**config.mk**
```make
export PLATFORM = sky130hd
export DESIGN_NAME = wb_drain_controller
export DESIGN_NICKNAME = d
export VERILOG_FILES = /design/src/rtl/wishbone_pkg.sv /design/src/rtl/wb_outstanding_ctr.sv /design/src/rtl/wb_drain_controller.sv
export SDC_FILE = /design/constraint.sdc
export NUM_CORES = 1
export LEC_CHECK = 0
export ABC_AREA = 1
export CORE_ASPECT_RATIO = 1.4
export CORE_MARGIN = 4
export CORE_UTILIZATION = 48
export CTS_BUF_LIST = sky130_fd_sc_hd__clkbuf_16
export CTS_CLUSTER_SIZE = 16
export DETAILED_ROUTE_END_ITERATION = 12
export PLACE_DENSITY = 0.82
export SLEW_MARGIN = 15
export SYNTH_ARGS = -nofsm -noshare
export SYNTH_HDL_FRONTEND = slang
export SYNTH_HIERARCHICAL = 1
export SYNTH_SLANG_ARGS = --single-unit
export TNS_END_PERCENT = 100
```
**constraint.sdc**
```tcl
create_clock -name clk_i -period 3.3 [get_ports clk_i]
set_clock_uncertainty 0.05 [all_clocks]
set_input_delay 0.66 -clock clk_i [delete_from_list [all_inputs] [get_ports clk_i]]
set_output_delay 0.66 -clock clk_i [all_outputs]
set_load 0.01 [all_outputs]
```
**src/rtl/wishbone_pkg.sv**
```systemverilog
// Shared Wishbone types and helpers for the FIFO drain engine.
package wishbone_pkg;

  typedef enum logic [1:0] {
    IDLE  = 2'd0,
    BUS   = 2'd1,
    ERROR = 2'd2
  } wb_drain_state_t;

  // Counter width able to hold 0..n inclusive.
  function automatic int OUT_W(input int n);
    return $clog2(n + 1);
  endfunction

endpackage

```
**src/rtl/wb_outstanding_ctr.sv**
```systemverilog
// Up/down counter of accepted-but-unacknowledged Wishbone requests.
module wb_outstanding_ctr
  import wishbone_pkg::*;
#(
  parameter int MAX = 4,
  localparam int CW = OUT_W(MAX)
) (
  input  logic          clk,
  input  logic          rst,
  input  logic          inc,
  input  logic          dec,
  input  logic          clr,
  output logic [CW-1:0] count,
  output logic [CW-1:0] next
);

  // next excludes clr so the caller sees the pure accept/done arithmetic.
  always_comb begin
    next = count;
    if (inc && !dec)
      next = count + CW'(1);
    else if (!inc && dec)
      next = count - CW'(1);
  end

  always_ff @(posedge clk or posedge rst) begin
    if (rst)
      count <= '0;
    else if (clr)
      count <= '0;
    else
      count <= next;
  end

endmodule

```
**src/rtl/wb_drain_controller.sv**
```systemverilog
// Pops a show-ahead FIFO head onto a pipelined Wishbone B4 device as single-beat writes.
module wb_drain_controller
  import wishbone_pkg::*;
#(
  parameter int DATA_WIDTH      = 8,
  parameter int MAX_OUTSTANDING = 4
) (
  input  logic                  clk_i,
  input  logic                  rst_i,
  input  logic [DATA_WIDTH-1:0] src_data_i,
  input  logic                  src_empty_i,
  output logic                  src_pop_o,
  output logic                  wb_cyc_o,
  output logic                  wb_stb_o,
  output logic                  wb_we_o,
  output logic [DATA_WIDTH-1:0] wb_dat_o,
  input  logic                  wb_stall_i,
  input  logic                  wb_ack_i,
  input  logic                  wb_err_i,
  output logic                  err_o,
  input  logic                  err_clr_i
);

  localparam int CW = OUT_W(MAX_OUTSTANDING);
  localparam logic [CW-1:0] MAX_C = CW'(MAX_OUTSTANDING);

  wb_drain_state_t state, state_nx;
  logic [CW-1:0]   outstanding, next_out;
  logic            accept, done, load, stb_nx, ctr_clr;

  assign accept = wb_stb_o && !wb_stall_i;
  assign done   = wb_cyc_o && (wb_ack_i || wb_err_i) && (outstanding != '0);

  // A new word may only be presented once the current strobe is taken.
  assign load = (state != ERROR) && !src_empty_i && (!wb_stb_o || accept) &&
                (next_out < MAX_C);

  assign src_pop_o = load && !rst_i;
  assign stb_nx    = load || (wb_stb_o && !accept);
  assign wb_we_o   = wb_cyc_o;
  assign ctr_clr   = (state_nx == ERROR);

  wb_outstanding_ctr #(.MAX(MAX_OUTSTANDING)) u_ctr (
    .clk   (clk_i),
    .rst   (rst_i),
    .inc   (accept),
    .dec   (done),
    .clr   (ctr_clr),
    .count (outstanding),
    .next  (next_out)
  );

  always_comb begin
    state_nx = state;
    case (state)
      IDLE:  if (load) state_nx = BUS;
      BUS: begin
        if (wb_err_i && wb_cyc_o)
          state_nx = ERROR;
        else if (!stb_nx && next_out == '0)
          state_nx = IDLE;
      end
      ERROR: if (err_clr_i) state_nx = IDLE;
      default: state_nx = IDLE;
    endcase
  end

  always_ff @(posedge clk_i or posedge rst_i) begin
    if (rst_i) begin
      state    <= IDLE;
      wb_cyc_o <= 1'b0;
      wb_stb_o <= 1'b0;
      wb_dat_o <= '0;
      err_o    <= 1'b0;
    end else begin
      state <= state_nx;
      if (state_nx == ERROR) begin
        // Pending strobe and unacked words are dropped on a bus error.
        wb_cyc_o <= 1'b0;
        wb_stb_o <= 1'b0;
        err_o    <= 1'b1;
      end else begin
        wb_cyc_o <= (state_nx == BUS);
        wb_stb_o <= stb_nx;
        if (load)
          wb_dat_o <= src_data_i;
        if (state == ERROR)
          err_o <= 1'b0;
      end
    end
  end

  a_out_max: assert property (@(posedge clk_i) disable iff (rst_i)
    outstanding <= MAX_C);
  a_stall_hold: assert property (@(posedge clk_i) disable iff (rst_i)
    wb_stb_o && wb_stall_i && !(wb_err_i && wb_cyc_o) |=> $stable(wb_dat_o) && wb_stb_o);
  a_stb_cyc: assert property (@(posedge clk_i) disable iff (rst_i)
    wb_stb_o |-> wb_cyc_o);
  a_idle_zero: assert property (@(posedge clk_i) disable iff (rst_i)
    !wb_cyc_o |-> outstanding == '0);

endmodule

```
==> results of run 1 <==
-- metal layers --
| layer | wire, µm | up-vias |
|---|---|---|
| li1 | - | 422 |
| met1 | 813 | 370 |
| met2 | 1020 | 27 |
| met3 | 122 | 5 |
| met4 | 57 | 0 |
| met5 | 0 | - |
-- synth_stat cells, drive strengths merged --
library cell  count  share of area [%]
nand4             9                6.3
nor3              2                1.1
a21oi             3                1.7
inv              17                7.2
buf               4                4.6
xor2              1                1.8
o21ai             4                2.2
o211ai            1                1.4
nand3             7                5.0
ha                2                2.8
dfrtp            16                 45
nand2            35                 17
nor2              8                3.6
-- logic make-up (layout without fill, tap and decap cells) --
group,after synthesis,after routing
compound gates,8,8
xor+xnor,1,1
fa+ha+maj,2,2
buf+inv,21,56
flops,16,16
simple gates,61,61
-- worst paths after layout --
path	endpoint	cells past startpoint	from
worst max register to register	wb_dat_o[7]$_DFFE_PP0P_	13	u_ctr/count[1]$_DFF_PP0_
worst max-delay path	src_pop_o	14	wb_err_i
min in group asynchronous	u_ctr/count[2]$_DFF_PP0_	2	rst_i
worst min register to register	wb_dat_o[3]$_DFFE_PP0P_	2	wb_dat_o[3]$_DFFE_PP0P_
max in group asynchronous	wb_cyc_o$_DFF_PP0_	2	rst_i
worst min-delay path	wb_dat_o[3]$_DFFE_PP0P_	2	wb_dat_o[3]$_DFFE_PP0P_
-- worst max-delay path, stage by stage --
cell and delay, ps:
clkdlybuf4s50_1 470, o21ai_1 90, nor2_2 160, inv_2 60, nand3_1 80, nand2_1 70
nand3_2 60, nand2_1 60, nor2_1 90, nand2_1 70, inv_2 70, nand2_4 50
nor2_1 80, dlygate4sd2_1 270
-- cell type report --
class	instances	area (µm²)	area share [%]
inverter	17	63.8	4.95
tap	20	25.0	1.94
sequential	16	400	31.0
clock buffer	3	75.1	5.82
multi-input combinational	72	389	30.2
timing repair buffer	36	337	26.1
-- cell usage in the layout, fill, tap and decap left out, types with 3 or more instances in the layout --
master | netlist | layout
nand3_1 | 5 | 5
nor2_1 | 7 | 6
clkbuf_16 | 0 | 3
inv_2 | 5 | 5
buf_4 | 1 | 9
nand2_1 | 28 | 28
nand2_2 | 6 | 6
clkdlybuf4s50_1 | 0 | 26
o21ai_1 | 3 | 4
a21oi_1 | 3 | 3
nand4_1 | 9 | 9
inv_1 | 12 | 12
dfrtp_1 | 16 | 16
-- per-stage QoR --
stage	utilization (%)	setup slack [ps]
after floorplan	-	773
after global placement	68.7	-70.3
after detailed placement	68.7	-158
after CTS	73.3	136
after global routing	73.4	25.7
final	73.4	246
-- power by group through the flow --
stage | clock [µW] | sequential, µW | combinational, µW
3_5_place_dp | 0 | 354 | 655
5_1_grt | 244 | 368 | 734
2_1_floorplan | 0 | 381 | 371
6_report | 230 | 355 | 658
3_3_place_gp | 0 | 355 | 634
4_1_cts | 233 | 356 | 665
-- state kept, by name, summed over array words and instances, names as in the netlist --
signal,cells
u_ctr/count,3
wb_dat_o,8
err_o,1
wb_cyc_o,1
state,2
wb_stb_o,1
-- what timing repair did --
| item | in CTS | in global routing |
|---|---|---|
| pin swaps | 1 | 0 |
| setup endpoints to repair | 1 | 1 |
| buffers inserted | 1 | 0 |
| cloned | 0 | 0 |
| resized for setup | 1 | 2 |
| endpoints found under the hold margin | 0 | 0 |
==> summary.md, run 1 <==
| Metric | Value |
|---|---|
| Row Count | 18 |
| Fin cells | 164 |
| Peak supply drop | between 600 and 700 µV |
| Setup_tns | 0 ps |
| Simple-Gate Fraction of Synth Area | about a third |
| Number of fill cells | around 140 |
| All-layer global routing usage | a little under a fifth |
| Setup crit end kind | output pin |
| Die Area | ~2600 µm² |
| Placer's final routability congestion estimate | just over 0.8 |
| DIE WIDTH | 44.4 µm |
| Synth Area in Adders | approximately 2.8% |
| R2r setup slk | 1250 ps |
| H-tree depth | 1 |
| Syn Nets | approximately 130 |
| Compound-Gate Fraction of Synth Area | around 5.3% |
| Cell variety after synth | 20 |
| DR vias/cell | about 5.0 |
| Clk_lat worst skew | between 200 and 300 ps |
| Cell Area, Synth | around 890 µm² |
| Layout Nets | 163 |
| Post-Synth XOR/XNOR Area | approximately 1.8% |
| Die Span Y | about 60 µm |
| Warnings, synthesis | 6 |
| Average size of a mapped cell | 8.18 µm² |
| Routed Antenna Nets | 0 |
| Crit path max fanout | 4 |
| Min cycle time layout | 3050 ps |
| Final setup vio count | 0 |
| Max Freq | 327 MHz |
| CTS buffer count | 3 |
| GRT met3 Usage | about 4.3% |
| Grt peak-use layer | met2 |
| Syn Inst Count | about 110 |
| Worst-Margin Slew | roughly 490 ps |
| Min Hold Slack | approximately 420 ps |
| Root Driver | clkbuf_16 |
| MaxCap Viol Count | 0 |
| Clock Power Share | between 10% and 20% |
| Synth-to-Final Area Change | 44.6% |
| Met1 Resource Use GR | between 10% and 20% |
| Final Hold Fails | 0 |
| Met2 Use GR | a little under a third |
| Core area | between 1500 and 2000 µm² |
| First-pass GRT wire length | around 3.4 mm |
| Pwr per Cell Area | roughly 960 nW/µm² |
| Worst Hold Class | flip-flop to flip-flop |
| Max Root-Sink Buffers | 2 |
| Sum of net half-perimeters after detailed placement | between 1.5 and 2 mm |
| # IOs | 28 |
| Startpoint Class | primary input |
| First DRT Iteration DRCs | 12 |
| CTS Hold Buffers Added | 0 |
| NetSw | approximately 480 µW |
| Vias | between 800 and 900 |
| DRC Markers | 0 |
| Pint | between 700 and 800 µW |
| Antenna Cells | 0 |
| Total gr overflow | 0 |
| Synth Register Bits | 16 |
| RSZ-0062 raised after global routing | no |
| Vias in the first global route | 830 |
| Leak | around 0.00066 µW |
| Largest family of logic cells by synthesized area | simple AND/OR/NAND/NOR gates |
| Placed Cells | 160 |
| Slew HR | approximately two thirds |
| CTS sink count | 16 |
| Sequential share of power | 28.6% |
| Post-DR wirelength/cell | roughly 12 µm |
| TritonCTS clock tree | done |
| Comb pwr share | 52.9% |
| Status | completed |
| Worst Path Arrival | 2340 ps |
| Multiplexer share of the synthesized area | 0% |
| Critical path required time | approximately 2600 ps |
| Overall power | roughly 1200 µW |
| Effective utilization at floorplan | between 50% and 60% |
| Period utilization | approximately 90% |
| Antenna violations before repair | 0 |
| Kind of critical path | primary input to output pin |
| Sw Ratio | 38.4% |
| Drt first pass iters | 4 |
| Largest net degree at the start of global routing | 16 |
| Layout cell share with drive strength beyond 1 | 20.8% |
| Cell area after layout | 1290 µm² |
| I/O Buffers | 27 |
| Final Max Tran Viols | 0 |
| Final WL | 2.01 mm |
| Clock transition at path regs | 50 ps |
| DP Area | between 1000 and 1500 µm² |
| Sequential-to-total area share from yosys stat | between 40% and 50% |
(Power assumes the default switching activity.)
==> inputs of run 2 (changes only) <==
Settings changed: PLACE_DENSITY 0.82 to 0.92, SKIP_LAST_GASP from default to 1.
==> run 2 against run 1 <==
Global-route usage shrank 0.23 points. Die area did not move. Design area is 0.58% higher. Combinational power rose by 2%. Clock power increased by 2%. Count of clock-buffer cells in the layout did not move. Utilization rose by 0.43 points. Worst hold slack gained 7.4 ps. Via count rose by 2.8%. Worst setup slack got worse by 45 ps. Wire length increased by 4.1%.
==> summary.md, run 2 (synthesis gave the netlist of run 1 again) <==
| Metric | Value |
|---|---|
| Die Area | 2620 µm² (unchanged) |
| Largest net degree at the start of global routing | 16 (unchanged) |
| DR vias/cell | 5.10 (+1.6%) |
| CTS Hold Buffers Added | 0 (unchanged) |
| Top Registers | wb_dat_o: 8 flops, u_ctr/count: 3 flops, state: 2 flops |
| Worst-Margin Slew | 498 ps (+5.80 ps) |
| Drt first pass iters | 4 (unchanged) |
| Cell area after layout | 1300 µm² (+0.58%) |
| Worst path buffer plus inverter count | 4 (unchanged) |
| Critical path required time | 2590 ps (about the same) |
| Layout Nets | 164 (+0.61%) |
| Pint | 774 µW (+1.0%) |
| Setup_tns | 0 ps (unchanged) |
| Top reg by flops | wb_dat_o |
| Startpoint Class | primary input |
| CP Launch Point | wb_err_i |
| Min cycle time layout | 3100 ps (+44.8 ps) |
| CP delay by family, top | simple AND/OR/NAND/NOR gates |
| Max Root-Sink Buffers | 2 (unchanged) |
| Max reg flops | 8 (unchanged) |
| Vias | 847 (+2.8%) |
| Setup crit end kind | output pin |
| Most frequent cells in the layout | nand2_1 (28), clkdlybuf4s50_1 (26), dfrtp_1 (16), inv_1 (12), buf_4 (10) |
| CTS buffer count | 3 (unchanged) |
| Synth-to-Final Area Change | 45.4% |
| First-pass GRT wire length | 3.45 mm (+2.5%) |
| H-tree depth | 1 (unchanged) |
| Effective utilization at floorplan | 50.8% (unchanged) |
| Overall power | 1260 µW (+1.6%) |
| Post-DR wirelength/cell | 12.6 µm (+2.8%) |
| Worst Path Arrival | 2390 ps (+50 ps) |
| Root Driver | clkbuf_16 |
| Final Hold Fails | 0 (unchanged) |
| I/O Buffers | 27 (unchanged) |
| RSZ-0062 raised after global routing | no |
| Sw Ratio | 38.8% (+0.37 points) |
| Die Span Y | 59.0 µm (unchanged) |
| Total gr overflow | 0 (unchanged) |
| Sequential share of power | 28.3% (-0.3 points) |
| MaxCap Viol Count | 0 (unchanged) |
| Leading cell type in the layout, fill and taps excluded | nand2_1 |
| All-layer global routing usage | 18.0% (-0.23 points) |
| Clock Power Share | 18.6% (about the same) |
| Max Freq | 323 MHz (-1.4%) |
| NetSw | 490 µW (+2.6%) |
| Final setup vio count | 0 (unchanged) |
| Final Max Tran Viols | 0 (unchanged) |
| CP max stage cell | clkdlybuf4s50_1 |
| Row Count | 18 (unchanged) |
| Crit path max fanout | 4 (unchanged) |
| Min Hold Slack | 428 ps (+7.38 ps) |
| Comb pwr share | 53.1% (+0.2 points) |
| Vias in the first global route | 839 (+1.1%) |
| TritonCTS clock tree | done |
| Sum of net half-perimeters after detailed placement | 1.64 mm (+4.4%) |
| Worst path cell trace | clkdlybuf4s50_1, o21ai_0, nor2_2, inv_2, nand3_1, nand2_1, nand3_2, nand2_1, nor2_1, nand2_1, inv_2, nand2_4, nor2_1, clkbuf_2 |
| Final WL | 2.10 mm (+4.1%) |
| Kind of critical path | primary input to output pin |
| Pwr per Cell Area | 974 nW/µm² (+1.0%) |
| Worst r2r src | u_ctr/count[1]$_DFF_PP0_ |
| CTS sink count | 16 (unchanged) |
| Antenna violations before repair | 0 (unchanged) |
| Core area | 1760 µm² (unchanged) |
| Antenna Cells | 0 (unchanged) |
| Critical path's most frequent cell | nand2_1 |
| DP Area | 1210 µm² (unchanged) |
| Period utilization | 93.9% (+1.4 points) |
| Slew HR | 66.8% (-0.39 points) |
| Status | completed |
| Worst Hold Class | flip-flop to flip-flop |
| Max stage delay on crit path | 480 ps (about the same) |
| Clock transition at path regs | 50 ps (about the same) |
| Leak | 0.000661 µW (+0.48%) |
| Min-delay src | wb_dat_o[2]$_DFFE_PP0P_ |
| Fin util | 73.9% (+0.43 points) |
| First DRT Iteration DRCs | 12 (unchanged) |
| Placer's final routability congestion estimate | 0.814 (-1.3%) |
| Layout cell share with drive strength beyond 1 | 21.9% (+1.1 points) |
| Peak supply drop | 578 µV (-4.8%) |
| DRC Markers | 0 (unchanged) |
| # IOs | 28 (unchanged) |
| DIE WIDTH | 44.4 µm (unchanged) |
| Routed Antenna Nets | 0 (unchanged) |
| Clk_lat worst skew | 250 ps (about the same) |
-- run 2: power groups by stage --
| stage | Combinational (µW) | Sequential (µW) | Clock (µW) |
|---|---|---|---|
| after floorplan | 371 | 381 | 0 |
| after global placement | 625 | 355 | 0 |
| after detailed placement | 652 | 358 | 0 |
| after CTS | 664 | 358 | 239 |
| after global routing | 744 | 372 | 250 |
| final | 671 | 357 | 235 |
-- run 2: final timing paths --
kind,end,cells after the start,slack (ps)
hold / removal,wb_dat_o[2]$_DFFE_PP0P_,2,430
max in group asynchronous,wb_cyc_o$_DFF_PP0_,2,2090
setup reg to reg,wb_dat_o[6]$_DFFE_PP0P_,13,1230
hold reg to reg,wb_dat_o[2]$_DFFE_PP0P_,2,430
min in group asynchronous,u_ctr/count[1]$_DFF_PP0_,2,610
setup / recovery,src_pop_o,14,200
-- run 2: metal layers --
| metal | routed length [µm] | vias to the layer above | track usage [%] | share of wire (%) |
|---|---|---|---|---|
| met2 | 1080 | 36 | 32.3 | 52 |
| met5 | 0 | - | 0 | 0 |
| li1 | - | 418 | - | - |
| met1 | 852 | 388 | 20.2 | 41 |
| met3 | 103 | 5 | 1.22 | 4.9 |
| met4 | 55 | 0 | 10.8 | 2.6 |
-- run 2: area by class of cell --
cell class                 instances  area [µm²]
timing repair buffer              37         340
clock buffer                       3        75.1
multi-input combinational         72         389
tap                               20        25.0
inverter                          17        63.8
clock inverter                     1        3.75
sequential                        16         400
fill                             130         459
-- run 2: worst register-to-register path, stage by stage, from the launching register on --
cell and delay [ps]:
dfrtp_1 400, nor3_1 270, nor2_2 100, nor2_1 150, nand2_1 90, nand3_2 90, nand2_1 80, nor2_1 90
nand2_1 60, inv_2 70, buf_4 170, nand3_2 170, nand2_1 130, nand2_1 50
-- run 2: through the flow --
stage / cells / worst slack, ps
6_report: 166 / 201
3_3_place_gp: 160 / -72.1
5_1_grt: 166 / 45.7
3_5_place_dp: 160 / -197
4_1_cts: 165 / 92.2
2_1_floorplan: 109 / 773
-- run 2: timing repair --
item,in CTS,in global routing
setup endpoints to repair,1,1
setup buffers,1,1
pin swaps,1,1
resized for setup,1,3
